===== src/rtl/movsum_pkg.sv =====
// movsum_pkg: shared constants, width helper and term type for the
// moving_sum_accumulator slice.
package movsum_pkg;

  // Legal window depths and the widest sample the term helper supports.
  localparam int DEPTH_MIN = 2;
  localparam int DEPTH_MAX = 256;
  localparam int N_MAX     = 32;

  // Widest possible signed term/sum over all legal configurations.
  localparam int SW_MAX = N_MAX + $clog2(DEPTH_MAX) + 1;

  // Signed term/sum type at its widest.
  // Each instance keeps only the low SW bits, which is exact in two's complement.
  typedef logic signed [SW_MAX-1:0] term_t;

  // Signed width that holds DEPTH*(2^n-1) in magnitude without overflow.
  function automatic int sw(input int n, input int depth);
    return n + $clog2(depth) + 1;
  endfunction

  // Zero-extend the unsigned sample, then negate it when the sample subtracts.
  function automatic term_t make_term(input logic [N_MAX-1:0] x, input logic sub);
    term_t t;
    t = term_t'({{(SW_MAX-N_MAX){1'b0}}, x});
    return sub ? -t : t;
  endfunction

endpackage


===== src/rtl/moving_sum_accumulator_window_buffer.sv =====
// window_buffer: DEPTH-entry circular store of signed terms.
// The entry at the write pointer is always the oldest term.
// Each write replaces that entry and advances the pointer.
// Reset and clear zero every entry, so a refilling window sums correctly.
module window_buffer
  import movsum_pkg::*;
#(
  parameter int DEPTH = 4,
  parameter int SW    = 7
) (
  input  logic                 clk,
  input  logic                 reset,
  input  logic                 i_clear,
  input  logic                 i_we,
  input  logic signed [SW-1:0] i_wdata,
  output logic signed [SW-1:0] o_oldest
);

  localparam int PW = $clog2(DEPTH);
  localparam logic [PW-1:0] WP_LAST = PW'(DEPTH - 1);

  if (DEPTH < DEPTH_MIN || DEPTH > DEPTH_MAX) begin : g_depth_chk
    $error("window_buffer: DEPTH out of range");
  end

  logic signed [SW-1:0] r_buf [DEPTH];
  logic [PW-1:0]        r_wp;

  // Overwrite the oldest entry on write; wrap the pointer explicitly so non-power-of-2 depths work.
  always_ff @(posedge clk) begin
    if (reset || i_clear) begin
      r_wp <= '0;
      for (int i = 0; i < DEPTH; i++) r_buf[i] <= '0;
    end else if (i_we) begin
      r_buf[r_wp] <= i_wdata;
      r_wp        <= (r_wp == WP_LAST) ? '0 : r_wp + 1'b1;
    end
  end

  // Read before the write, so the caller sees the term being evicted.
  assign o_oldest = r_buf[r_wp];

endmodule


===== src/rtl/moving_sum_accumulator.sv =====
// moving_sum_accumulator: signed sum of the last DEPTH accepted samples.
// Each sample is added or subtracted according to its add_n bit.
// Optional feature macro: MOVSUM_AVG_EN adds the avg output (window mean, floor).
// Defining it also requires DEPTH to be a power of 2.
// Outputs are registered, so a load at an edge is reflected right after that edge.
module moving_sum_accumulator
  import movsum_pkg::*;
#(
  parameter int N     = 4,
  parameter int DEPTH = 4
) (
  input  logic                          clk,
  input  logic                          reset,
  input  logic [N-1:0]                  X,
  input  logic                          load,
  input  logic                          add_n,
  input  logic                          clear,
  output logic signed [sw(N,DEPTH)-1:0] Q,
  output logic                          q_valid
`ifdef MOVSUM_AVG_EN
  ,
  output logic signed [sw(N,DEPTH)-$clog2(DEPTH)-1:0] avg
`endif
);

  localparam int SW = sw(N, DEPTH);
  localparam int AW = $clog2(DEPTH);
  localparam int FW = $clog2(DEPTH + 1);
  localparam logic [FW-1:0] FC_FULL = FW'(DEPTH);

  if (DEPTH < DEPTH_MIN || DEPTH > DEPTH_MAX) begin : g_depth_chk
    $error("moving_sum_accumulator: DEPTH must be in 2..256");
  end
  if (N < 1 || N > N_MAX) begin : g_n_chk
    $error("moving_sum_accumulator: N out of supported range");
  end
`ifdef MOVSUM_AVG_EN
  if ((1 << AW) != DEPTH) begin : g_pow2_chk
    $error("moving_sum_accumulator: MOVSUM_AVG_EN needs a power-of-2 DEPTH");
  end
`endif

  term_t                w_term_wide;
  logic signed [SW-1:0] w_term;
  logic signed [SW-1:0] w_oldest;
  logic signed [SW-1:0] w_sum_next;
  logic [FW-1:0]        w_fc_next;

  logic signed [SW-1:0] r_sum;
  logic [FW-1:0]        r_fc;
  logic                 r_q_valid;

  // Build the signed term for the incoming sample; its low SW bits are exact.
  assign w_term_wide = make_term(N_MAX'(X), add_n);
  assign w_term      = w_term_wide[SW-1:0];

  window_buffer #(
    .DEPTH (DEPTH),
    .SW    (SW)
  ) u_window_buffer (
    .clk      (clk),
    .reset    (reset),
    .i_clear  (clear),
    .i_we     (load),
    .i_wdata  (w_term),
    .o_oldest (w_oldest)
  );

  // Next running sum uses the pre-overwrite oldest term; fill count saturates at DEPTH.
  always_comb begin
    w_sum_next = r_sum + w_term - w_oldest;
    w_fc_next  = (r_fc == FC_FULL) ? r_fc : r_fc + 1'b1;
  end

  // Sum, fill counter and valid pulse; reset/clear flush, and a load under clear is dropped.
  always_ff @(posedge clk) begin
    if (reset || clear) begin
      r_sum     <= '0;
      r_fc      <= '0;
      r_q_valid <= 1'b0;
    end else if (load) begin
      r_sum     <= w_sum_next;
      r_fc      <= w_fc_next;
      r_q_valid <= (w_fc_next == FC_FULL);
    end else begin
      r_q_valid <= 1'b0;
    end
  end

  assign Q       = r_sum;
  assign q_valid = r_q_valid;

`ifdef MOVSUM_AVG_EN
  logic signed [SW-AW-1:0] r_avg;

  // Window mean: keeping the upper bits of the sum equals an arithmetic shift right (floor).
  always_ff @(posedge clk) begin
    if (reset || clear) begin
      r_avg <= '0;
    end else if (load) begin
      r_avg <= w_sum_next[SW-1:AW];
    end
  end

  assign avg = r_avg;
`endif

endmodule


===== config.mk =====
export PLATFORM = sky130hd
export DESIGN_NAME = moving_sum_accumulator
export DESIGN_NICKNAME = d
export VERILOG_FILES = /design/src/rtl/movsum_pkg.sv /design/src/rtl/moving_sum_accumulator_window_buffer.sv /design/src/rtl/moving_sum_accumulator.sv
export SDC_FILE = /design/constraint.sdc
export NUM_CORES = 1
export LEC_CHECK = 0
export CORE_MARGIN = 10
export CORE_UTILIZATION = 30
export CTS_BUF_LIST = sky130_fd_sc_hd__clkbuf_4
export CTS_CLUSTER_SIZE = 25
export DETAILED_ROUTE_END_ITERATION = 8
export PLACE_DENSITY_LB_ADDON = 0.1
export SYNTH_ARGS = -nofsm -noshare
export SYNTH_HDL_FRONTEND = slang
export SYNTH_SLANG_ARGS = --single-unit

===== constraint.sdc =====
create_clock -name clk -period 3.7 [get_ports clk]
set_input_delay 0.37 -clock clk [delete_from_list [all_inputs] [get_ports clk]]
set_output_delay 0.37 -clock clk [all_outputs]
set_load 0.05 [all_outputs]

==> impl.org, run 1 <==
** Hold path
- Instance count along the most critical hold path :: 2
- Hold crit path type :: reg -> reg
- Worst hold path startpoint :: Q[1]$_SDFFE_PP0P_

** Timing
- Smallest hold slack :: 0.513 ns
- Setup total negative slack on the finished layout was measured at 0 ns.
- Worst slew pin tran :: 0.850 ns
- Setup slack closes at 0.443 ns.
- The clock period could shrink to 3.26 ns.
- The hold violation total from the final report came to 0.
- Dividing the final minimum period by the clock period gives 88.0%.
- Setup violation total in the final timing report :: 0
- For this run, the top clock speed supported by timing is 0.307 GHz.
- Unrepaired setup endpoints after global routing :: false
- Worst clock skew on the final layout :: 0.0153 ns
- The worst pin sits at a relative slew slack of 43.3%.
- The final number of max-transition violations came to 0.

** Clock network
- Maximum root-to-sink buffer count :: 2
- Worst-skew pair later-pin latency :: 0.35 ns
- Number of hold buffers added after CTS :: 0
- The tree is rooted in a clkbuf_4.
- Once the clock tree was built, the resizer swapped 0 gates to a different size.
- Post-CTS timing repair inserted 0 buffers for setup.
- Clock tree from TritonCTS :: done
- Clock sink count :: 39
- The H-tree was split into 2 levels.
- Post-CTS clock slew at the launch and capture registers of the worst setup and hold paths :: 0.13 ns
- CTS Buf Count :: 5

** Placement
- Detailed-placement wirelength estimate :: 3520 um
- Worst slack, placed :: 0.0788 ns
- Once placement finished, the instance area stood at 2420 um^2.
- Total of buffers placed on input and output ports :: 16
- The congestion estimate from routability-driven global placement came to 0.705.

** Floorplanning
- The die covers 10800 um^2.
- Boundary pin count :: 17
- From left edge to right edge, the die measures 104 um.
- The floorplan step set the die height to 104 um.
- The core region is 6830 um^2.
- The floorplan has 30 rows.
- For this configuration, the core starts out at a cell density of 31.0%.

** Synthesis
- After synthesis, the largest area contributor takes up 34.1% of total cell area.
- Flip-flop and latch count after synthesis :: 39
- Sequential share of the synthesized area :: 48.3%
- Average cell area after synthesis :: 11.2 um^2
- Net Count, Synth :: 215
- After synthesis the cells add up to 2120 um^2.
- For this run, the number of Yosys warnings is 0.
- Post-synthesis instance total :: 189
- Area leader, netlist :: edfxtp_1
- Synthesis instantiated 37 different standard cells from the library.
- Largest cells by area after synthesis :: edfxtp_1 34%, dfxtp_1 14%, nor2_1 6.9%, ha_1 6.5%, mux4_1 6.2%

** Pwr
- Peak supply drop :: 0.121 mV
- The analysis attributes to cell leakage a power of 1.02 nW.
- Pwr/cell area :: 427 nW/um^2

** Outcome
- Run status :: finished clean

** Finish
- # fillers :: 693
- Leaving out fill and tap cells, the most frequent cells in the layout are 39 x nor2_1, 24 x edfxtp_1, 21 x inv_1, 16 x clkdlybuf4s50_1, 15 x dfxtp_1.
- Relative to the synthesized area, the layout overhead comes to 17.0%.
- In the final design database the tool counted 241 nets.
- Leading cell type in the layout, fill and taps excluded :: nor2_1
- Cells with a size suffix above 1 make up 8.80% of the layout.
- Finished layout cell area :: 2470 um^2
- The repair_antennas step left the layout with diodes totalling 0.

** Global route
- The first global-routing pass estimated 7880 um of wire.
- Number of antenna violations at the first check in global routing :: 0
- Tot GR Track Use :: 9.08%
- Entering global routing, the biggest net connects 19 pins.
- Via count of the first global-routing pass :: 1521
- Total overflow reported by the global router :: 0

** Setup path
- STA classifies the critical path endpoint as a flip-flop.
- The endpoint identified for the worst register-to-register timing path is Q[6]$_SDFFE_PP0P_.
- STA puts the critical path data arrival time at 3.52 ns.
- STA puts the critical path data required time at 3.97 ns.
- Crit-path most repeated cell :: fa_1
- Across all register-to-register paths, the minimum setup slack is 0.44 ns.
- Slowest Stage Delay on Critical Path :: 0.66 ns
- Kind of cell adding the most delay to the critical path :: adder cells
- The slowest stage of the critical path is the mux4_1 cell.
- The most critical setup path has its endpoint at Q[6]$_SDFFE_PP0P_.
- Crit start category :: flip-flop
- In this run the worst path has a maximum fanout of 6.
- Worst R2R Path Depth :: 9
- CP Cell Sequence :: mux4_1 > fa_1 > fa_1 > nor2b_1 > o31a_1 > o22ai_1 > xnor3_2 > a21oi_1 > a31o_1
- Counting both buffers and inverters, the worst setup path holds a total of 0.
- Logic depth of the worst setup path including buffers :: 9
- The worst setup path is of the reg -> reg kind.

** Detailed routing
- In this run, the number of DRC markers left after iteration 0 of detailed routing was 89.
- Number of detailed-routing iterations run before antenna repair :: 4
- In the final routed layout, each cell accounts on average for 15.3 um.
- Routed wire length :: 4770 um
- Antenna-violating nets left :: 0
- Post-route DRC :: 0
- Mean number of vias per cell :: 4.61
- Number of vias in the routed layout :: 1437

** Job
- Count of maximum capacitance violations :: 0
synthesized netlist by cell type (all sizes together):
cell type	instances
xor2	1
mux2i	6
ha	11
and4b	1
o21a	1
inv	21
mux2	1
mux4	6
a21oi	6
fa	6
nor2	39
dfxtp	15
or2	2
nand2	11
a21o	1
o31a	1
nor2b	3
clkbuf	3
a211oi	2
xnor3	1
nand3	3
o32a	1
o22ai	1
nor3	4
a31o	1
xnor2	5
buf	2
or3	3
o211ai	1
nand4b	1
nand2b	1
o21ai	4
edfxtp	24
power by group:
| group | switching, mW | total, mW | internal [mW] |
|---|---|---|---|
| clock | 0.147 | 0.225 | 0.0780 |
| sequential | 0.0152 | 0.503 | 0.488 |
| combinational | 0.179 | 0.329 | 0.149 |
| total | 0.341 | 1.06 | 0.715 |
per-layer routing:
| metal | routed length [um] | vias up | part of all wire [%] | track usage, % |
|---|---|---|---|---|
| li1 | - | 707 | - | - |
| met1 | 2270 | 699 | 48 | 11.2 |
| met2 | 2210 | 23 | 46 | 14.4 |
| met3 | 200 | 8 | 4.2 | 2.91 |
| met4 | 86 | 0 | 1.8 | 3.38 |
| met5 | 0 | - | 0 | 0 |
worst min path at each step:
stage | end | slack (ns)
2_1_floorplan | r_fc[1]$_SDFFE_PP0P_ | 0.49
4_1_cts | Q[1]$_SDFFE_PP0P_ | 0.51
6_report | Q[1]$_SDFFE_PP0P_ | 0.51
3_5_place_dp | Q[1]$_SDFFE_PP0P_ | 0.49
3_3_place_gp | Q[1]$_SDFFE_PP0P_ | 0.49
5_1_grt | Q[1]$_SDFFE_PP0P_ | 0.54
metrics by stage:
| stage | util (%) | cells | power, mW |
|---|---|---|---|
| 6_report | 36.2 | 312 | 1.06 |
| 2_1_floorplan | - | 189 | 0.753 |
| 4_1_cts | 36.2 | 312 | 1.07 |
| 5_1_grt | 36.2 | 312 | 1.13 |
| 3_5_place_dp | 35.5 | 304 | 0.845 |
| 3_3_place_gp | 35.5 | 304 | 0.838 |
tightest hold or removal path, delay by kind of cell (launching register included):
kind,cells,cell delay (ns)
AND/OR/NAND/NOR,1,0.09
flip-flops,1,0.35
AO/OA/AOI/OAI,1,0.04
registers in the layout, summed over array words and instances, names as in the netlist, named ones only:
| name | flops |
|---|---|
| u_window_buffer.r_buf | 24 |
| r_fc | 3 |
| Q | 7 |
| q_valid | 1 |
| u_window_buffer.r_wp | 2 |
final cells by class:
cell class | instances | area, um^2 | area share [%]
clock inverter | 2 | 7.51 | 0.303
timing repair buffer | 24 | 220 | 8.90
inverter | 21 | 78.8 | 3.19
clock buffer | 6 | 45.0 | 1.82
tap | 96 | 120 | 4.85
multi-input combinational | 124 | 982 | 39.7
sequential | 39 | 1020 | 41.3
cells by family after synthesis:
family / after synthesis / share of synthesized area, %
DFF: 39 / 48.3
AOI/OAI and AO/OA: 19 / 5.91
adders and majority gates: 17 / 12.2
and+or+nand+nor: 68 / 14.1
muxes: 13 / 10.6
buffers and inverters: 26 / 5.32
xor gates and xnor gates: 7 / 3.61
No activity file was read; power rests on OpenSTA's default activity.
==> run 2: changes to the inputs <==
--- a/config.mk
+++ b/config.mk
@@ -6,7 +6,7 @@
 export NUM_CORES = 1
 export LEC_CHECK = 0
 export CORE_MARGIN = 10
-export CORE_UTILIZATION = 30
+export CORE_UTILIZATION = 60
 export CTS_BUF_LIST = sky130_fd_sc_hd__clkbuf_4
 export CTS_CLUSTER_SIZE = 25
 export DETAILED_ROUTE_END_ITERATION = 8
==> run 2 against run 1 <==
Net effect: cell count fell by 17%; worst hold slack worse by 0.010 ns; maximum frequency shrank 0.84%; sequential power hardly changed; register-to-register slack improved by 0.05 ns.
==> impl.org, run 2 (synthesis results as in run 1) <==
** Outcome
- Run status :: finished clean

** Timing
- Setup slack of the critical path after layout :: 0.415 ns (-0.0276 ns)
- Max Transition Viols Final :: 0 (unchanged)
- The hold violation total from the final report was 0 (unchanged).
- Total Neg Setup Slack :: 0 ns (unchanged)
- The normalized max-slew margin was 50.1% (+6.8 points).
- Highest Clock Rate :: 0.304 GHz (-0.84%)
- The count of endpoints failing setup in the final report came to 0 (unchanged).
- Final period utilization :: 88.8% (+0.75 points)
- The transition time at the pin with the least slew margin was 0.749 ns (-0.102 ns).
- Worst clock skew on the final layout :: 0.00612 ns (-0.00923 ns)
- The minimum clock period is 3.28 ns (+0.0276 ns).
- The worst hold slack came to 0.503 ns (-0.0103 ns).
- Setup repair after global routing left no endpoint under its margin.

** Global route
- The via count of the first global-routing pass was 1445 (-5.0%).
- The largest net degree at the start of global routing is 19 (unchanged).
- Total overflow reported by the global router :: 0 (unchanged)
- Number of antenna violations at the first check in global routing :: 0 (unchanged)
- The wire length of the first global-routing pass is 6730 um (-15%).
- The aggregate global-route resource usage is 13.6% (+4.5 points).

** Job
- The count of max-cap constraint violations was 0 (unchanged).

** Finish
- Fraction of layout cells with a size suffix above 1 :: 8.45% (-0.35 points)
- Post-layout util :: 71.3% (+35 points)
- Commonest cells after routing, fill and taps aside :: 39 x nor2_1, 24 x edfxtp_1, 21 x inv_1, 16 x clkdlybuf4s50_1, 15 x dfxtp_1
- The flip-flop count of the largest register, all copies and words added is 24 (unchanged).
- The register with the most flip-flops in the final layout is u_window_buffer.r_buf.
- Number of nets in the finished design :: 238 (-1.2%)
- Diodes inserted :: 0 (unchanged)
- # fillers :: 257 (-63%)
- Leading cell type in the layout, fill and taps excluded :: nor2_1
- The area growth from synthesis to layout is 13.3%.

** Clock network
- Maximum root-to-sink buffer count :: 2 (unchanged)
- The clock transition at the registers of the reported paths came to 0.11 ns (-0.02 ns).
- Clock H-tree levels :: 2 (unchanged)
- Clock tree from TritonCTS :: done
- The total of hold buffers inserted after clock tree synthesis is 0 (unchanged).
- The TritonCTS buffer count is 5 (unchanged).
- The root buffer cell chosen for the clock tree is clkbuf_4.
- Clock sink count :: 39 (unchanged)
- The number of gates resized after CTS is 0 (unchanged).
- The setup fix buffers added after clock tree synthesis is 0 (unchanged).
- The clock latency reported for the late side of the worst-skew pair came to 0.34 ns (about the same).

** Detailed routing
- The post-detailed-routing wire length was 3930 um (-18%).
- Mean number of vias per cell :: 5.56 (+21%)
- Wire length per cell after detailed routing :: 15.2 um (-0.65%)
- Violation count after the first detailed-routing iteration :: 63 (-29%)
- Number of vias in the routed layout :: 1439 (+0.14%)
- Number of detailed-routing iterations run before antenna repair :: 5 (+1)
- The remaining design rule violation count is 0 (unchanged).
- The residual antenna-violating net count after detailed routing was 0 (unchanged).

** Setup path
- Crit-path most repeated cell :: fa_1
- Worst R2R Path Depth :: 9 (unchanged)
- Worst setup EP type :: flip-flop
- The setup slack of the most critical reg-to-reg path was 0.49 ns (+0.05 ns).
- Maximum net fanout on the critical path :: 6 (unchanged)
- The critical path goes through clkdlybuf4s50_1 > inv_1 > ha_1 > mux2i_1 > fa_1 > fa_1 > nor2b_1 > o31a_1 > o22ai_1 > xnor3_2 > a21oi_1 > a31o_1.
- Slowest Stage Delay on Critical Path :: 0.53 ns (-0.13 ns)
- Capture instance of the worst register-to-register path :: Q[6]$_SDFFE_PP0P_
- The critical path is of the in -> reg type.
- Crit path required time :: 3.95 ns (-0.02 ns)
- Critical-path cell with the highest stage delay :: fa_1
- The worst setup path is launched from a primary input.
- The critical path data arrival time was 3.53 ns (about the same).

** Placement
- Weighted congestion at the end of routability-driven global placement :: 0.794 (+13%)
- The estimated wirelength of the detail-placed design was 3110 um (-12%).
- Total of buffers placed on input and output ports :: 16 (unchanged)
- The placement-stage worst setup slack is 0.0803 ns (+0.00149 ns).

** Floorplanning
- Height of the die :: 79.4 um (-24%)
- The number of rows in the core area came to 21 (-30%).
- The starting density of the core is 62.9% (+32 points).
- The horizontal die dimension was 79.4 um (-24%).
- The I/O pin count came to 17 (unchanged).
- The area of the placeable core is 3360 um^2 (-51%).
- The die outline area was 6300 um^2 (-42%).

** Pwr
- Pwr/cell area :: 440 nW/um^2 (+3.2%)
- The maximum ir drop on the vdd rail is 0.243 mV (+100%).
- Cell leakage power :: 1.01 nW (-0.81%)

** Hold path
- Instance count along the most critical hold path :: 2 (unchanged)
- Min-Delay Endpoint :: Q[1]$_SDFFE_PP0P_
- The worst hold path begins at Q[1]$_SDFFE_PP0P_.
- Hold crit path type :: reg -> reg
run 2: worst max-delay path: cells and delay by family:
kind,cells,cell delay (ns)
adder cells (fa/ha/maj),3,1.32
buffers and inverters,2,0.59
AO/OA/AOI/OAI,4,0.50
multiplexers,1,0.32
XOR/XNOR,1,0.23
AND/OR/NAND/NOR,1,0.20
run 2: how the worst max path moves through the flow:
| stage | depth (start not counted) | slack [ns] | endpoint | start |
|---|---|---|---|---|
| final | 12 | 0.42 | Q[6]$_SDFFE_PP0P_ | X[0] |
| after global routing | 12 | 0.28 | Q[6]$_SDFFE_PP0P_ | X[0] |
| after CTS | 12 | 0.44 | Q[6]$_SDFFE_PP0P_ | X[0] |
| after detailed placement | 12 | 0.08 | Q[6]$_SDFFE_PP0P_ | X[0] |
| after global placement | 12 | 0.15 | Q[6]$_SDFFE_PP0P_ | X[0] |
| after floorplan | 12 | 0.77 | Q[6]$_SDFFE_PP0P_ | X[0] |
run 2: final cells by class:
| class | count | area, um^2 | share of cell area, % |
|---|---|---|---|
| Multi-Input combinational cell | 124 | 982 | 41.0 |
| Sequential cell | 39 | 1020 | 42.6 |
| Tap cell | 46 | 57.6 | 2.40 |
| Inverter | 21 | 78.8 | 3.29 |
| Clock buffer | 8 | 60.1 | 2.51 |
| Timing Repair Buffer | 21 | 198 | 8.25 |
run 2: metrics by stage:
stage                     cells  area, um^2  power (mW)
after detailed placement    251        2340       0.836
after floorplan             189        2120       0.753
after global placement      251        2340       0.821
final                       259        2400        1.06
after global routing        259        2400        1.12
after CTS                   259        2400        1.06
run 2: routing by layer:
layer  GRT usage, %  part of all wire [%]  vias to the layer above
met2           21.9                    48                       46
met4           3.76                  0.74                        0
met1           16.5                    44                      686
li1               -                     -                      703
met5              0                     0                        -
met3           5.18                   6.8                        4
run 2: power by group:
| part | internal, mW | total (mW) | switching (mW) |
|---|---|---|---|
| logic | 0.147 | 0.323 | 0.176 |
| registers | 0.488 | 0.503 | 0.0148 |
| clock network | 0.0979 | 0.230 | 0.133 |
| total | 0.733 | 1.06 | 0.323 |
==> run 3: changes to the inputs <==
--- a/config.mk
+++ b/config.mk
@@ -5,12 +5,12 @@
 export SDC_FILE = /design/constraint.sdc
 export NUM_CORES = 1
 export LEC_CHECK = 0
-export CORE_MARGIN = 10
 export CORE_UTILIZATION = 60
 export CTS_BUF_LIST = sky130_fd_sc_hd__clkbuf_4
 export CTS_CLUSTER_SIZE = 25
 export DETAILED_ROUTE_END_ITERATION = 8
 export PLACE_DENSITY_LB_ADDON = 0.1
+export SETUP_SLACK_MARGIN = 0.02
 export SYNTH_ARGS = -nofsm -noshare
 export SYNTH_HDL_FRONTEND = slang
 export SYNTH_SLANG_ARGS = --single-unit
==> run 3 against run 2 <==
Net effect: flip-flop and latch count unchanged; largest power group unchanged; critical endpoint unchanged; via count down 0.14%; final area up 0.31%.
==> impl.org, run 3 (synthesis results as in run 1) <==
** Global route
- Wire length of the first global-routing pass :: 6400 um (-4.9%)
- The via count of the first global-routing pass came to 1400 (-3.1%).
- The largest net degree at the start of global routing was 19 (unchanged).
- The total global routing overflow was 0 (unchanged).
- The initial antenna violation count was 0 (unchanged).
- The aggregate global-route resource usage is 24.7% (+11 points).

** Pwr
- The maximum ir drop on the vdd rail is 0.291 mV (+20%).
- The cell leakage power was 1.01 nW (+0.47%).
- Pwr/cell area :: 441 nW/um^2 (+0.11%)

** Finish
- Layout overhead on the synthesized area :: 13.7%
- Most flop-heavy register :: u_window_buffer.r_buf
- The flip-flop count of the largest register, all copies and words added came to 24 (unchanged).
- The final core utilization is 71.5% (+0.22 points).
- Leading cell type in the layout, fill and taps excluded :: nor2_1
- The share of final-layout standard cells stronger than drive strength 1 is 8.88% (+0.43 points).
- Diodes inserted :: 0 (unchanged)
- The top cell types in the final layout, fill and taps aside, are 39 x nor2_1, 24 x edfxtp_1, 21 x inv_1, 16 x clkdlybuf4s50_1, 15 x dfxtp_1.
- Number of nets in the finished design :: 239 (+0.42%)

** Detailed routing
- Wire length per cell after detailed routing :: 15.2 um (about the same)
- The via density per instance is 5.53 (-0.52%).
- The residual antenna-violating net count after detailed routing was 0 (unchanged).
- Violation count after the first detailed-routing iteration :: 112 (+78%)
- Routed wire length :: 3950 um (+0.38%)
- The total vias in the final route was 1437 (-0.14%).
- Number of detailed-routing iterations run before antenna repair :: 4 (-1)
- Post-route DRC :: 0 (unchanged)

** Floorplanning
- Die ar. :: 3770 um^2 (-40%)
- Floorplan core area :: 3360 um^2 (unchanged)
- The number of rows in the core area was 21 (unchanged).
- The starting density of the core came to 62.9% (unchanged).
- Boundary pin count :: 17 (unchanged)
- Die width :: 61.4 um (-23%)
- Height of the die :: 61.4 um (-23%)

** Timing
- Final hold viol count :: 0 (unchanged)
- Unrepaired setup endpoints after global routing :: false
- Fin crit period :: 3.24 ns (-0.0402 ns)
- The normalized max-slew margin is 50.0% (-0.099 points).
- The transition time at the pin with the least slew margin is 0.750 ns (+0.00149 ns).
- The final period utilization is 87.7% (-1.1 points).
- The worst hold slack is 0.508 ns (+0.00495 ns).
- Total Neg Setup Slack :: 0 ns (unchanged)
- The clock skew after layout is 0.0134 ns (+0.00730 ns).
- The final number of max-transition violations came to 0 (unchanged).
- Highest Clock Rate :: 0.308 GHz (+1.2%)
- Setup violation total in the final timing report :: 0 (unchanged)

** Clock network
- CTS Buf Count :: 5 (unchanged)
- Post-CTS sizing :: 0 (unchanged)
- TritonCTS built the clock tree.
- Clock sink count :: 39 (unchanged)
- Number of buffers inserted by post-CTS setup repair :: 0 (unchanged)
- Maximum root-to-sink buffer count :: 2 (unchanged)
- Clock tree synthesis selected as its root buffer the cell clkbuf_4.
- Clock H-tree levels :: 2 (unchanged)
- Post-CTS clock slew at the launch and capture registers of the worst setup and hold paths :: 0.12 ns (about the same)
- Worst-skew pair later-pin latency :: 0.36 ns (+0.02 ns)
- Number of hold buffers added after CTS :: 0 (unchanged)

** Hold path
- Instance count along the most critical hold path :: 2 (unchanged)
- Hold crit path type :: reg -> reg

** Setup path
- Crit path required time :: 3.95 ns (about the same)
- The critical path data arrival time was 3.50 ns (-0.03 ns).
- Crit start category :: primary input
- Among all stages on the critical path, the largest delay is contributed by fa_1.
- Slowest Stage Delay on Critical Path :: 0.52 ns (about the same)
- Maximum net fanout on the critical path :: 6 (unchanged)
- Logic depth of the worst setup path including buffers :: 12 (unchanged)
- The cell depth of the worst flop-to-flop path was 9 (unchanged).
- Broken down by cell family, the worst path's largest delay share belongs to adder cells.
- Worst setup EP type :: flip-flop
- Type of the worst setup path :: in -> reg
- Count of buffer and inverter cells on the critical path :: 2 (unchanged)
- CP Cell Sequence :: clkdlybuf4s50_1 > inv_1 > ha_1 > mux2i_1 > fa_1 > fa_1 > nor2b_1 > o31a_1 > o22ai_1 > xnor3_2 > a21oi_1 > a31o_1
- Crit-path most repeated cell :: fa_1

** Placement
- Weighted congestion at the end of routability-driven global placement :: 0.825 (+3.9%)
- Detailed-placement wirelength estimate :: 3020 um (-2.8%)
- Total of buffers placed on input and output ports :: 16 (unchanged)

** Outcome
- The flow ran to the end, and the final reports show no timing, DRC or antenna violations.

** Job
- The count of max-cap constraint violations was 0 (unchanged).
-- run 3: worst paths after layout --
path	endpoint	slack, ns	startpoint
min	Q[1]$_SDFFE_PP0P_	0.51	Q[1]$_SDFFE_PP0P_
min reg2reg	Q[1]$_SDFFE_PP0P_	0.51	Q[1]$_SDFFE_PP0P_
max	Q[6]$_SDFFE_PP0P_	0.46	X[0]
max reg2reg	Q[6]$_SDFFE_PP0P_	0.50	flip-flop
-- run 3: routing by layer --
| layer | part of all wire [%] | track usage, % | vias to the layer above |
|---|---|---|---|
| li1 | - | - | 702 |
| met1 | 44 | 31.7 | 699 |
| met2 | 50 | 42.4 | 31 |
| met3 | 4.8 | 5.67 | 5 |
| met4 | 1.0 | 6.67 | 0 |
| met5 | 0 | 0 | - |
-- run 3: area by class of cell --
class,instances,area (um^2)
Sequential cell,39,1020
Multi-Input combinational cell,124,982
Fill cell,275,958
Timing Repair Buffer,22,205
Inverter,21,78.8
Clock buffer,8,60.1
Tap cell,46,57.6
-- run 3: worst min-delay path, delay by kind of cell (launching register included) --
kind            cells  cell delay (ns)
flops               1             0.35
simple gates        1             0.08
compound gates      1             0.04
-- run 3: through the flow --
| step | power, mW | worst slack [ns] | instances | cell area, um^2 |
|---|---|---|---|---|
| global placement | 0.822 | 0.170 | 252 | 2340 |
| detailed placement | 0.838 | 0.0945 | 252 | 2340 |
| global route | 1.12 | 0.295 | 260 | 2400 |
| floorplan | 0.753 | 0.771 | 189 | 2120 |
| CTS | 1.06 | 0.459 | 260 | 2400 |
| finish | 1.06 | 0.456 | 260 | 2400 |
-- run 3: power by group --
group / switching, mW / leakage [nW] / internal, mW
Sequential: 0.0148 / 0.388 / 0.488
Combinational: 0.178 / 0.589 / 0.148
Clock: 0.134 / 0.0368 / 0.0978
